$ cat config.mk
export PLATFORM = sky130hd
export DESIGN_NAME = bank_response_arbiter
export DESIGN_NICKNAME = d
export VERILOG_FILES = /design/src/rtl/bank_response_arbiter.sv
export SDC_FILE = /design/constraint.sdc
export NUM_CORES = 1
export LEC_CHECK = 0
export ABC_AREA = 1
export CAP_MARGIN = 25
export CELL_PAD_IN_SITES_DETAIL_PLACEMENT = 1
export CELL_PAD_IN_SITES_GLOBAL_PLACEMENT = 1
export CORE_AREA = 2 2 412 414
export DETAILED_ROUTE_END_ITERATION = 16
export DIE_AREA = 0 0 414 416
export PLACE_DENSITY_LB_ADDON = 0.1
export SYNTH_ARGS = -nofsm -noshare
export SYNTH_HDL_FRONTEND = slang
export SYNTH_SLANG_ARGS = --single-unit
$ cat constraint.sdc
create_clock -name clk -period 9.9 [get_ports clk]
set_input_delay 1.98 -clock clk [delete_from_list [all_inputs] [get_ports clk]]
set_output_delay 1.98 -clock clk [all_outputs]
set_load 0.05 [all_outputs]
$ cat src/rtl/bank_response_arbiter.sv
// Round-robin arbiter sharing one registered response channel among NUM_BANKS bank queues.
// Each accepted response is tagged with its bank index and the global_cycle of acceptance.
module bank_response_arbiter #(
  parameter int unsigned NUM_BANKS = 8,
  parameter int unsigned ADDR_W    = 32,
  parameter int unsigned DATA_W    = 32,
  parameter int unsigned ID_W      = 32,
  parameter int unsigned BANK_W    = (NUM_BANKS > 1) ? $clog2(NUM_BANKS) : 1
) (
  input  logic                          clk,
  input  logic                          reset,
  input  logic [63:0]                   global_cycle,
  input  logic [NUM_BANKS-1:0]          in_valid,
  output logic [NUM_BANKS-1:0]          in_ready,
  input  logic [NUM_BANKS*ADDR_W-1:0]   in_addr,
  input  logic [NUM_BANKS*DATA_W-1:0]   in_data,
  input  logic [NUM_BANKS*ID_W-1:0]     in_id,
  output logic                          out_valid,
  input  logic                          out_ready,
  output logic [ADDR_W-1:0]             out_addr,
  output logic [DATA_W-1:0]             out_data,
  output logic [ID_W-1:0]               out_id,
  output logic [BANK_W-1:0]             out_bank,
  output logic [63:0]                   out_cycle,
  output logic [31:0]                   resp_count
);

  logic                 out_valid_q, out_valid_d;
  logic [ADDR_W-1:0]    out_addr_q, out_addr_d;
  logic [DATA_W-1:0]    out_data_q, out_data_d;
  logic [ID_W-1:0]      out_id_q, out_id_d;
  logic [BANK_W-1:0]    out_bank_q, out_bank_d;
  logic [63:0]          out_cycle_q, out_cycle_d;
  logic [31:0]          resp_count_q, resp_count_d;
  logic [BANK_W-1:0]    last_grant_q, last_grant_d;

  logic                 load_en;
  logic                 found;
  logic [NUM_BANKS-1:0] grant_oh;
  logic [BANK_W-1:0]    grant_idx;
  int unsigned          idx;

  // Reset blocks the grant so no input handshake completes in the reset cycle.
  assign load_en = !reset && (!out_valid_q || out_ready);

  always_comb begin
    grant_oh  = '0;
    grant_idx = '0;
    found     = 1'b0;
    idx       = 0;
    if (load_en) begin
      for (int unsigned k = 1; k <= NUM_BANKS; k++) begin
        idx = (32'(last_grant_q) + k) % NUM_BANKS;
        if (!found && in_valid[idx]) begin
          found         = 1'b1;
          grant_oh[idx] = 1'b1;
          grant_idx     = BANK_W'(idx);
        end
      end
    end
  end

  assign in_ready = grant_oh;

  always_comb begin
    out_valid_d  = out_valid_q;
    out_addr_d   = out_addr_q;
    out_data_d   = out_data_q;
    out_id_d     = out_id_q;
    out_bank_d   = out_bank_q;
    out_cycle_d  = out_cycle_q;
    last_grant_d = last_grant_q;
    resp_count_d = resp_count_q;

    if (found) begin
      out_valid_d  = 1'b1;
      out_addr_d   = in_addr[32'(grant_idx)*ADDR_W +: ADDR_W];
      out_data_d   = in_data[32'(grant_idx)*DATA_W +: DATA_W];
      out_id_d     = in_id[32'(grant_idx)*ID_W +: ID_W];
      out_bank_d   = grant_idx;
      out_cycle_d  = global_cycle;
      last_grant_d = grant_idx;
    end else if (out_valid_q && out_ready) begin
      out_valid_d = 1'b0;
    end

    if (out_valid_q && out_ready && (resp_count_q != 32'hFFFF_FFFF)) begin
      resp_count_d = resp_count_q + 32'd1;
    end
  end

  always_ff @(posedge clk) begin
    if (reset) begin
      out_valid_q  <= 1'b0;
      out_addr_q   <= '0;
      out_data_q   <= '0;
      out_id_q     <= '0;
      out_bank_q   <= '0;
      out_cycle_q  <= '0;
      resp_count_q <= '0;
      last_grant_q <= BANK_W'(NUM_BANKS - 1);
    end else begin
      out_valid_q  <= out_valid_d;
      out_addr_q   <= out_addr_d;
      out_data_q   <= out_data_d;
      out_id_q     <= out_id_d;
      out_bank_q   <= out_bank_d;
      out_cycle_q  <= out_cycle_d;
      resp_count_q <= resp_count_d;
      last_grant_q <= last_grant_d;
    end
  end

  assign out_valid  = out_valid_q;
  assign out_addr   = out_addr_q;
  assign out_data   = out_data_q;
  assign out_id     = out_id_q;
  assign out_bank   = out_bank_q;
  assign out_cycle  = out_cycle_q;
  assign resp_count = resp_count_q;

endmodule

* After elaboration in Yosys (flattened, before gate mapping)
Cells that the tools add are included.
** Operators by class
- Equal/unequal tests :: 1
- Multiplexer cells :: 75
- $mul :: 0
- Bitwise operators :: 7
- Divide/modulo/power cells :: 0
- Reductions and logical operators :: 29
- Magnitude comparators :: 16
- $add $sub $neg :: 9
- Shift operators :: 3
** Operator list (number)
- $shiftx 256x9->32 :: 3
- $mux 8 :: 16
- $or 8x8->8 :: 7
- $mux 1 :: 34
- $add 32x1->32 const B :: 1
- $lt 3x4->1 const B :: 8
- $ne 32x32->1 const B :: 1
- $mux 3 :: 9
- $bmux 1 s3 :: 8
- $demux 1 s3 :: 8
- $ge 3x1->1 const B :: 8
- $logic_and 1x1->1 :: 18
- $add 3x3->3 const B :: 4
- $logic_not 1->1 :: 9
- $add 3x1->3 const B :: 2
- $add 3x2->3 const B :: 2
- $reduce_bool 2->1 :: 1
- $logic_or 1x1->1 :: 1
** Word-level totals
- Word-level logic and storage cells :: 148
- Output and inout bits :: 204
- Memory bits (writable) :: 0
- Bits in read-only memories :: 0
- Input bits :: 843
- Flip-flop bits (word level) :: 199
- Memories :: 0
- Latch bits :: 0

* Logic depth before layout (Yosys ltp)
Gate-level depths: netlist of the first run.
- Word-level depth :: 34
- Gate-level depth with buffers :: 25
- Depth with buffers taken out :: 22

* Worst setup path after synthesis of the first run
OpenSTA, ideal clock, no wires.
- Kind :: input-to-output
- Start point :: input in_valid[2]
- End point :: output in_ready[3]
- Data required time :: 7.920 ns
- Stages on the path :: 12
- Slack :: 4.309 ns
- Arrival time :: 3.611 ns
- Path buffers :: 1
- Path through :: nand2_1 nand3_1 nand3_1 nand2_4 nor2_4 nand4_2 nor2_4 nand3_2 buf_2 o211ai_1 o21ai_0 inv_1
** On the way
- Longest elaborated chain between the ends :: 32
- Elaborated cells on any way between the ends :: 67
- Classes of those cells :: 46 x mux; 7 x bitwise; 14 x reduce/logical
** RTL lines
- start: declaration :: RTL line 13 : input logic [NUM_BANKS-1:0] in_valid,
- $bmux 1 s3 :: RTL line 54 : if (!found && in_valid[idx]) begin
- $mux 1 (not written as such) :: RTL line 54
- $mux 1 :: RTL line 54
- $mux 1 :: RTL line 51 : if (load_en) begin
- $logic_not 1->1 :: RTL line 54
- $logic_and 1x1->1 :: RTL line 54
- $mux 1 :: RTL line 54
- $mux 1 :: RTL line 51
- [... 16 more ...]
- $logic_not 1->1 :: RTL line 54
- $logic_and 1x1->1 :: RTL line 54
- $mux 1 :: RTL line 54
- $mux 1 :: RTL line 51
- $logic_not 1->1 :: RTL line 54
- $logic_and 1x1->1 :: RTL line 54
- $mux 8 * :: RTL line 54
- $mux 8 * :: RTL line 51
- end: declaration :: RTL line 14 : output logic [NUM_BANKS-1:0] in_ready,
Every way passes the cells marked *; elsewhere a longest branch is shown, timed or not. The select of a mux whose other input is x is not followed.

* Worst setup path in the final report of the first run
- Start point :: input in_valid[2]
- End point :: output in_ready[2]
Same word-level chain as after synthesis.

==> results of run 1 <==
## per-layer routing
layer,vias to the layer above,routed length [um],global-route usage
li1,11390,-,-
met1,11300,62400,0.1992
met2,586,77030,0.3018
met3,127,7594,0.04214
met4,50,2312,0.04060
met5,-,326,0
## through the flow
step	utilization	total power, W	worst slack (ps)	std cells	hold WS [ps]
after floorplan	-	0.006368	4309	2869	627.3
after global placement	0.1703	0.009767	2831	5908	455.1
after detailed placement	0.1703	0.009725	2853	5908	459.2
after CTS	0.1740	0.01064	2652	5940	474.7
after global routing	0.1743	0.01129	2368	5957	493.0
final	0.1743	0.01028	2890	5959	469.9
## cell usage in the layout (no fill, tap or decap), types with 9 or more instances in the layout
cell type        count
nand3_1           1148
clkdlybuf4s50_1   1046
nand2_1            948
dfxtp_1            199
nor2_1              56
inv_1               51
o21ai_0             45
a21oi_1             41
nor3_1              32
buf_4               20
diode_2             19
clkbuf_16           17
inv_2               13
nand4_1              9
buf_12               9
## power by group
part / switching (W) / internal [W] / leakage, nW
combinational: 0.00607 / 0.00224 / 9.68
clock: 0.000466 / 0.000370 / 0.306
sequential: 0.000123 / 0.00101 / 1.65
## critical path, cell delays in order
cell             delay [ps]
clkdlybuf4s50_1         470
nand2_1                 120
nand3_1                 100
nand3_1                 200
nand2_4                 130
nor2_4                  130
nand4_2                 110
nor2_4                  150
nand3_2                 310
o21ai_0                 350
nand2_1                  80
inv_1                    60
clkdlybuf4s50_1         830
## layout make-up
type | instances | area (um2)
Sequential cell | 199 | 3984
Clock buffer | 17 | 425.4
Timing Repair Buffer | 1075 | 10800
Inverter | 68 | 272.8
Fill cell | 20580 | 138800
Tap cell | 2218 | 2775
Antenna cell | 19 | 47.55
Multi-Input combinational cell | 2348 | 10810
Clock inverter | 15 | 198.9
## flip-flops by register name (all words and copies together) (netlist names)
| register | flops |
|---|---|
| last_grant_q | 3 |
| out_addr | 32 |
| out_bank | 3 |
| out_cycle | 64 |
| out_data | 32 |
| out_id | 32 |
| out_valid | 1 |
| resp_count | 32 |
## final timing paths
path	from	slack, ps	endpoint
worst max-delay path	in_valid[2]	2890	in_ready[2]
worst min-delay path	out_bank[1]$_SDFFE_PP0P_	470	out_bank[1]$_SDFFE_PP0P_
worst max register to register	last_grant_q[1]$_SDFFE_PP1P_	3880	out_addr[26]$_SDFFE_PP0P_
worst min register to register	out_bank[1]$_SDFFE_PP0P_	470	out_bank[1]$_SDFFE_PP0P_
## kinds of logic after synthesis
group / share of synthesized area
AOI/OAI and AO/OA: 0.03636
xor gates and xnor gates: 0.003249
adders and majority gates: 0.005416
buffers and inverters: 0.08897
DFF: 0.2463
and+or+nand+nor: 0.6197
==> flow_summary.yaml, run 1 <==
sta:
  max_freq_mhz: 142.7
  hold_viol: 0
  fin_crit_sh: 0.7080
  finClkSkew_ps: 20.64
  setup_viol: 0
  min_period_ps: 7010
  rsz0062_at_grt: "no"
  slew_violations: 0
  tightestPinTransition_ps: 1086
  slew_headroom: 0.2763
  setup_tns_ps: 0
placed_design:
  gp_congestion: 0.8086
  placed_area_mm2: 0.02864
  dp_hpwl_um: 115500
  io_buffers: 1046
setup_path:
  arrival_ps: 5030
  critical_path.startpoint_type: "primary input"
  cp.required_ps: 7920
  rr_worst_depth: 19
  crit_fanout: 13
  end_kind: "output port"
  path_class: "primary input to output port"
yosys:
  netlist.area_leader.share: 0.3553
  yosysWarnings: 0
  syn_avg_cell_area_um2: 5.637
  seq_area_frac_synth: 0.2463
  syn_nets: 3719
  synth_seq_cells: 199
  synth.area.top_cells: "nand3_1 (36%), dfxtp_1 (25%), nand2_1 (22%)"
  yosys.area.top_type: "nand3_1"
  syn_area_mm2: 0.01617
  syn_inst: 2869
  async_reset_ff_frac: 0
  synthFlopType: "dfxtp_1"
  synth_most_common_cell: "nand3_1"
  synth_commonest_cells: "nand3_1 (1148), nand2_1 (948), dfxtp_1 (199)"
  yosysUniqueCellTypes: 44
  synth-edff-count: 0
floorplanning:
  io_pins: 1047
  core_area_mm2: 0.1681
  initial_core_util: 0.09618
  rows: 151
  fp.dieW_um: 414
  fp.dieH_um: 416
  die-area_mm2: 0.1722
drt:
  viasPerCell: 3.935
  routed_wl_um: 149700
  ant_nets: 0
  drcViolationCount: 0
  firstDrtPassIters: 5
  wl_per_cell_um: 25.12
  initialDrtViolationCount: 1295
  vias: 23450
clocking:
  clk_pin_slew_ps: 90
  numCtsBuffers: 17
  ctsHoldBuffers: 0
  cts_tree: "yes"
  clkLatencyLatePin_ps: 540
  cts.path.max_buffers: 2
  cts_htree_levels: 4
  cts-root-buf: "clkbuf_16"
  cts_setup_buffers: 0
  ctsResizeCount: 0
  cts.sinks: 199
min_path:
  hold_depth: 2
  min_path_type: "flop to flop"
power:
  p_leak_nw: 11.63
  ir_drop_v: 0.0007732
  powerDensity_mw_per_mm2: 350.7
layout:
  final_area_mm2: 0.02931
  areaGrowthSynthToFinish_pct: 81.24
  drive_gt1_frac: 0.02794
  layout.nets: 4559
global_routing:
  grt_pass1_wl_um: 205100
  antenna_found_initial: 62
  global_route.overflow_total: 0
  grt_pass1_vias: 24480
  grt_max_degree: 161
  grtUsageTotal: 0.1683
flow_run:
  maxCapViolations: 0
status:
  status: "complete, no violations"
Note: power is estimated with default switching activity, not from simulation.
==> inputs of run 2 (changes only) <==
--- a/config.mk
+++ b/config.mk
@@ -9,9 +9,9 @@
 export CAP_MARGIN = 25
 export CELL_PAD_IN_SITES_DETAIL_PLACEMENT = 1
 export CELL_PAD_IN_SITES_GLOBAL_PLACEMENT = 1
-export CORE_AREA = 2 2 412 414
+export CORE_AREA = 2 2 405 407
 export DETAILED_ROUTE_END_ITERATION = 16
-export DIE_AREA = 0 0 414 416
+export DIE_AREA = 0 0 407 409
 export PLACE_DENSITY_LB_ADDON = 0.1
 export SYNTH_ARGS = -nofsm -noshare
 export SYNTH_HDL_FRONTEND = slang
==> constraint.sdc (replaced) <==
create_clock -name clk -period 6.9 [get_ports clk]
set_input_delay 1.38 -clock clk [delete_from_list [all_inputs] [get_ports clk]]
set_output_delay 1.38 -clock clk [all_outputs]
set_load 0.05 [all_outputs]
==> flow_summary.yaml, run 2 (synthesis gave the netlist of run 1 again) <==
sta:
  slew_headroom: 0.3604
  slew_violations: 0
  fin_crit_sh: 0.8789
  hold_viol: 0
  tightestPinTransition_ps: 959.5
  rsz0062_at_grt: "no"
  max_freq_mhz: 164.9
  setup_tns_ps: 0
  setup_viol: 0
  min_period_ps: 6064
  finClkSkew_ps: 17.33
clocking:
  cts_setup_buffers: 0
  cts.path.max_buffers: 2
  ctsResizeCount: 0
  clk_pin_slew_ps: 110
  clkLatencyLatePin_ps: 560
  numCtsBuffers: 17
  ctsHoldBuffers: 0
  cts.sinks: 199
  cts-root-buf: "clkbuf_16"
  cts_tree: "yes"
  cts_htree_levels: 4
floorplanning:
  fp.dieH_um: 409
  fp.dieW_um: 407
  core_area_mm2: 0.1620
  die-area_mm2: 0.1665
  rows: 148
  io_pins: 1047
  initial_core_util: 0.09981
layout:
  seq_area_mm2: 0.003984
  utilization: 0.1830
  fillers: 19800
  layout.nets: 4595
  largest_reg_flops: 64
  final_common_cell: "nand3_1"
  final_cell_mix: "nand3_1 (1148), clkdlybuf4s50_1 (1046), nand2_1 (948), dfxtp_1 (199), nor2_1 (56)"
  drive_gt1_frac: 0.03725
  areaGrowthSynthToFinish_pct: 83.31
  multi_input_area_mm2: 0.01081
setup_path:
  arrival_ps: 4680
  end_kind: "output port"
  path_class: "flop to output port"
  critical_path.startpoint_type: "flop"
  crit_fanout: 23
  path_cells: "inv_2 > ha_1 > inv_1 > buf_4 > nand3_1 > nand2_1 > nand2_1 > nand2_2 > nand3_2 > nor2_4 > nand4_1 > inv_1 > nand2_1 > o211ai_1 > o21ai_0 > inv_1 > clkdlybuf4s50_1"
  timing.reg2reg.setup_slack_ps: 1900
  slowest_stage: "clkdlybuf4s50_1"
  r2r_end: "out_addr[16]$_SDFFE_PP0P_"
  timing.rr.start: "last_grant_q[0]$_SDFFE_PP1P_"
  rr_worst_depth: 20
  critPathMaxStageDelay_ps: 790
  cp.required_ps: 5520
min_path:
  hold_path_end: "out_cycle[45]$_SDFFE_PP0P_"
  min_path_type: "flop to flop"
  hold_start: "out_cycle[45]$_SDFFE_PP0P_"
  hold_depth: 2
power:
  power.switching_w: 0.009825
  ir_drop_v: 0.0005005
  switching_share: 0.6419
  comb_power_share: 0.813
  intPower_w: 0.005482
  p_clk_frac: 0.081
  p_seq_frac: 0.106
  p_leak_nw: 11.83
  powerDensity_mw_per_mm2: 516.4
  p_total_w: 0.01531
drt:
  drcViolationCount: 0
  ant_nets: 0
  firstDrtPassIters: 5
  wl_per_cell_um: 25.79
  viasPerCell: 4.005
  vias: 23880
  routed_wl_um: 153700
  initialDrtViolationCount: 1150
placed_design:
  dp_hpwl_um: 120700
  io_buffers: 1046
  gp_congestion: 0.8187
global_routing:
  grt-busiest-layer: "met2"
  antenna_found_initial: 82
  use_met2: 0.3013
  grt_pass1_vias: 24920
  global_route.overflow_total: 0
  gr-usage-met3: 0.05328
  grt_pass1_wl_um: 206500
  grt_max_degree: 120
  grtUsageTotal: 0.1782
  met1_usage: 0.2154
flow_run:
  maxCapViolations: 0
status:
  status: "complete, no violations"
## run 2: changes by cell type in the layout (fill, tap and decap cells not counted)
cell,change
buf_12,+5
buf_4,+31
clkinv_2,-1
clkinv_4,+1
clkinv_8,+3
diode_2,+9
inv_12,+2
inv_6,-2
inv_8,-3
## run 2: critical path, delay by kind of cell, from the launching register on
family | cells | cell delay [ps]
compound gates | 2 | 230
fa+ha+maj | 1 | 540
buf+inv | 6 | 1870
flops | 1 | 330
simple gates | 8 | 1120
## run 2: worst max path at each step
stage | startpoint | to | cells past startpoint
3_3_place_gp | in_valid[7] | in_ready[1] | 15
5_1_grt | last_grant_q[0]$_SDFFE_PP1P_ | in_ready[3] | 17
3_5_place_dp | in_valid[7] | in_ready[1] | 15
4_1_cts | last_grant_q[1]$_SDFFE_PP1P_ | in_ready[3] | 18
6_report | last_grant_q[0]$_SDFFE_PP1P_ | in_ready[3] | 17
2_1_floorplan | in_valid[2] | in_ready[3] | 12
## run 2: metrics by stage
step,hold slack [ps],cells,area (um2),worst slack (ps)
3_5_place_dp,455.6,5901,28920,998.7
3_3_place_gp,454.9,5901,28920,1022
2_1_floorplan,627.3,2869,16170,2509
6_report,470.3,5961,29640,835.9
4_1_cts,469.6,5933,29570,724.2
5_1_grt,490.2,5959,29640,407.0
## run 2: metal layers
layer  vias to the layer above  part of all wire
li1                      11480                 -
met1                     11470              0.43
met2                       706              0.48
met3                       160             0.066
met5                         -            0.0025
met4                        60             0.020
## run 2: power by group through the flow
| stage | clock [W] | combinational [W] | sequential, W |
|---|---|---|---|
| floorplan | 0 | 0.00658 | 0.00255 |
| global placement | 0 | 0.0129 | 0.00164 |
| detailed placement | 0 | 0.0128 | 0.00165 |
| CTS | 0.00135 | 0.0128 | 0.00163 |
| global route | 0.00137 | 0.0137 | 0.00166 |
| finish | 0.00124 | 0.0124 | 0.00163 |
## run 2: area by class of cell
cell class	instances	area share
Antenna cell	28	0.002364
Clock buffer	17	0.01435
Clock inverter	15	0.007850
Inverter	68	0.009201
Multi-Input combinational cell	2348	0.3645
Sequential cell	199	0.1344
Tap cell	2175	0.09180
Timing Repair Buffer	1111	0.3756
==> inputs of run 3 (changes only) <==
--- a/config.mk
+++ b/config.mk
@@ -10,9 +10,11 @@
 export CELL_PAD_IN_SITES_DETAIL_PLACEMENT = 1
 export CELL_PAD_IN_SITES_GLOBAL_PLACEMENT = 1
 export CORE_AREA = 2 2 405 407
+export CTS_CLUSTER_SIZE = 20
 export DETAILED_ROUTE_END_ITERATION = 16
 export DIE_AREA = 0 0 407 409
 export PLACE_DENSITY_LB_ADDON = 0.1
 export SYNTH_ARGS = -nofsm -noshare
 export SYNTH_HDL_FRONTEND = slang
 export SYNTH_SLANG_ARGS = --single-unit
+export TNS_END_PERCENT = 30
==> results of run 3 <==
Same layout as run 2: the final DEF is identical, and so are final timing and power.
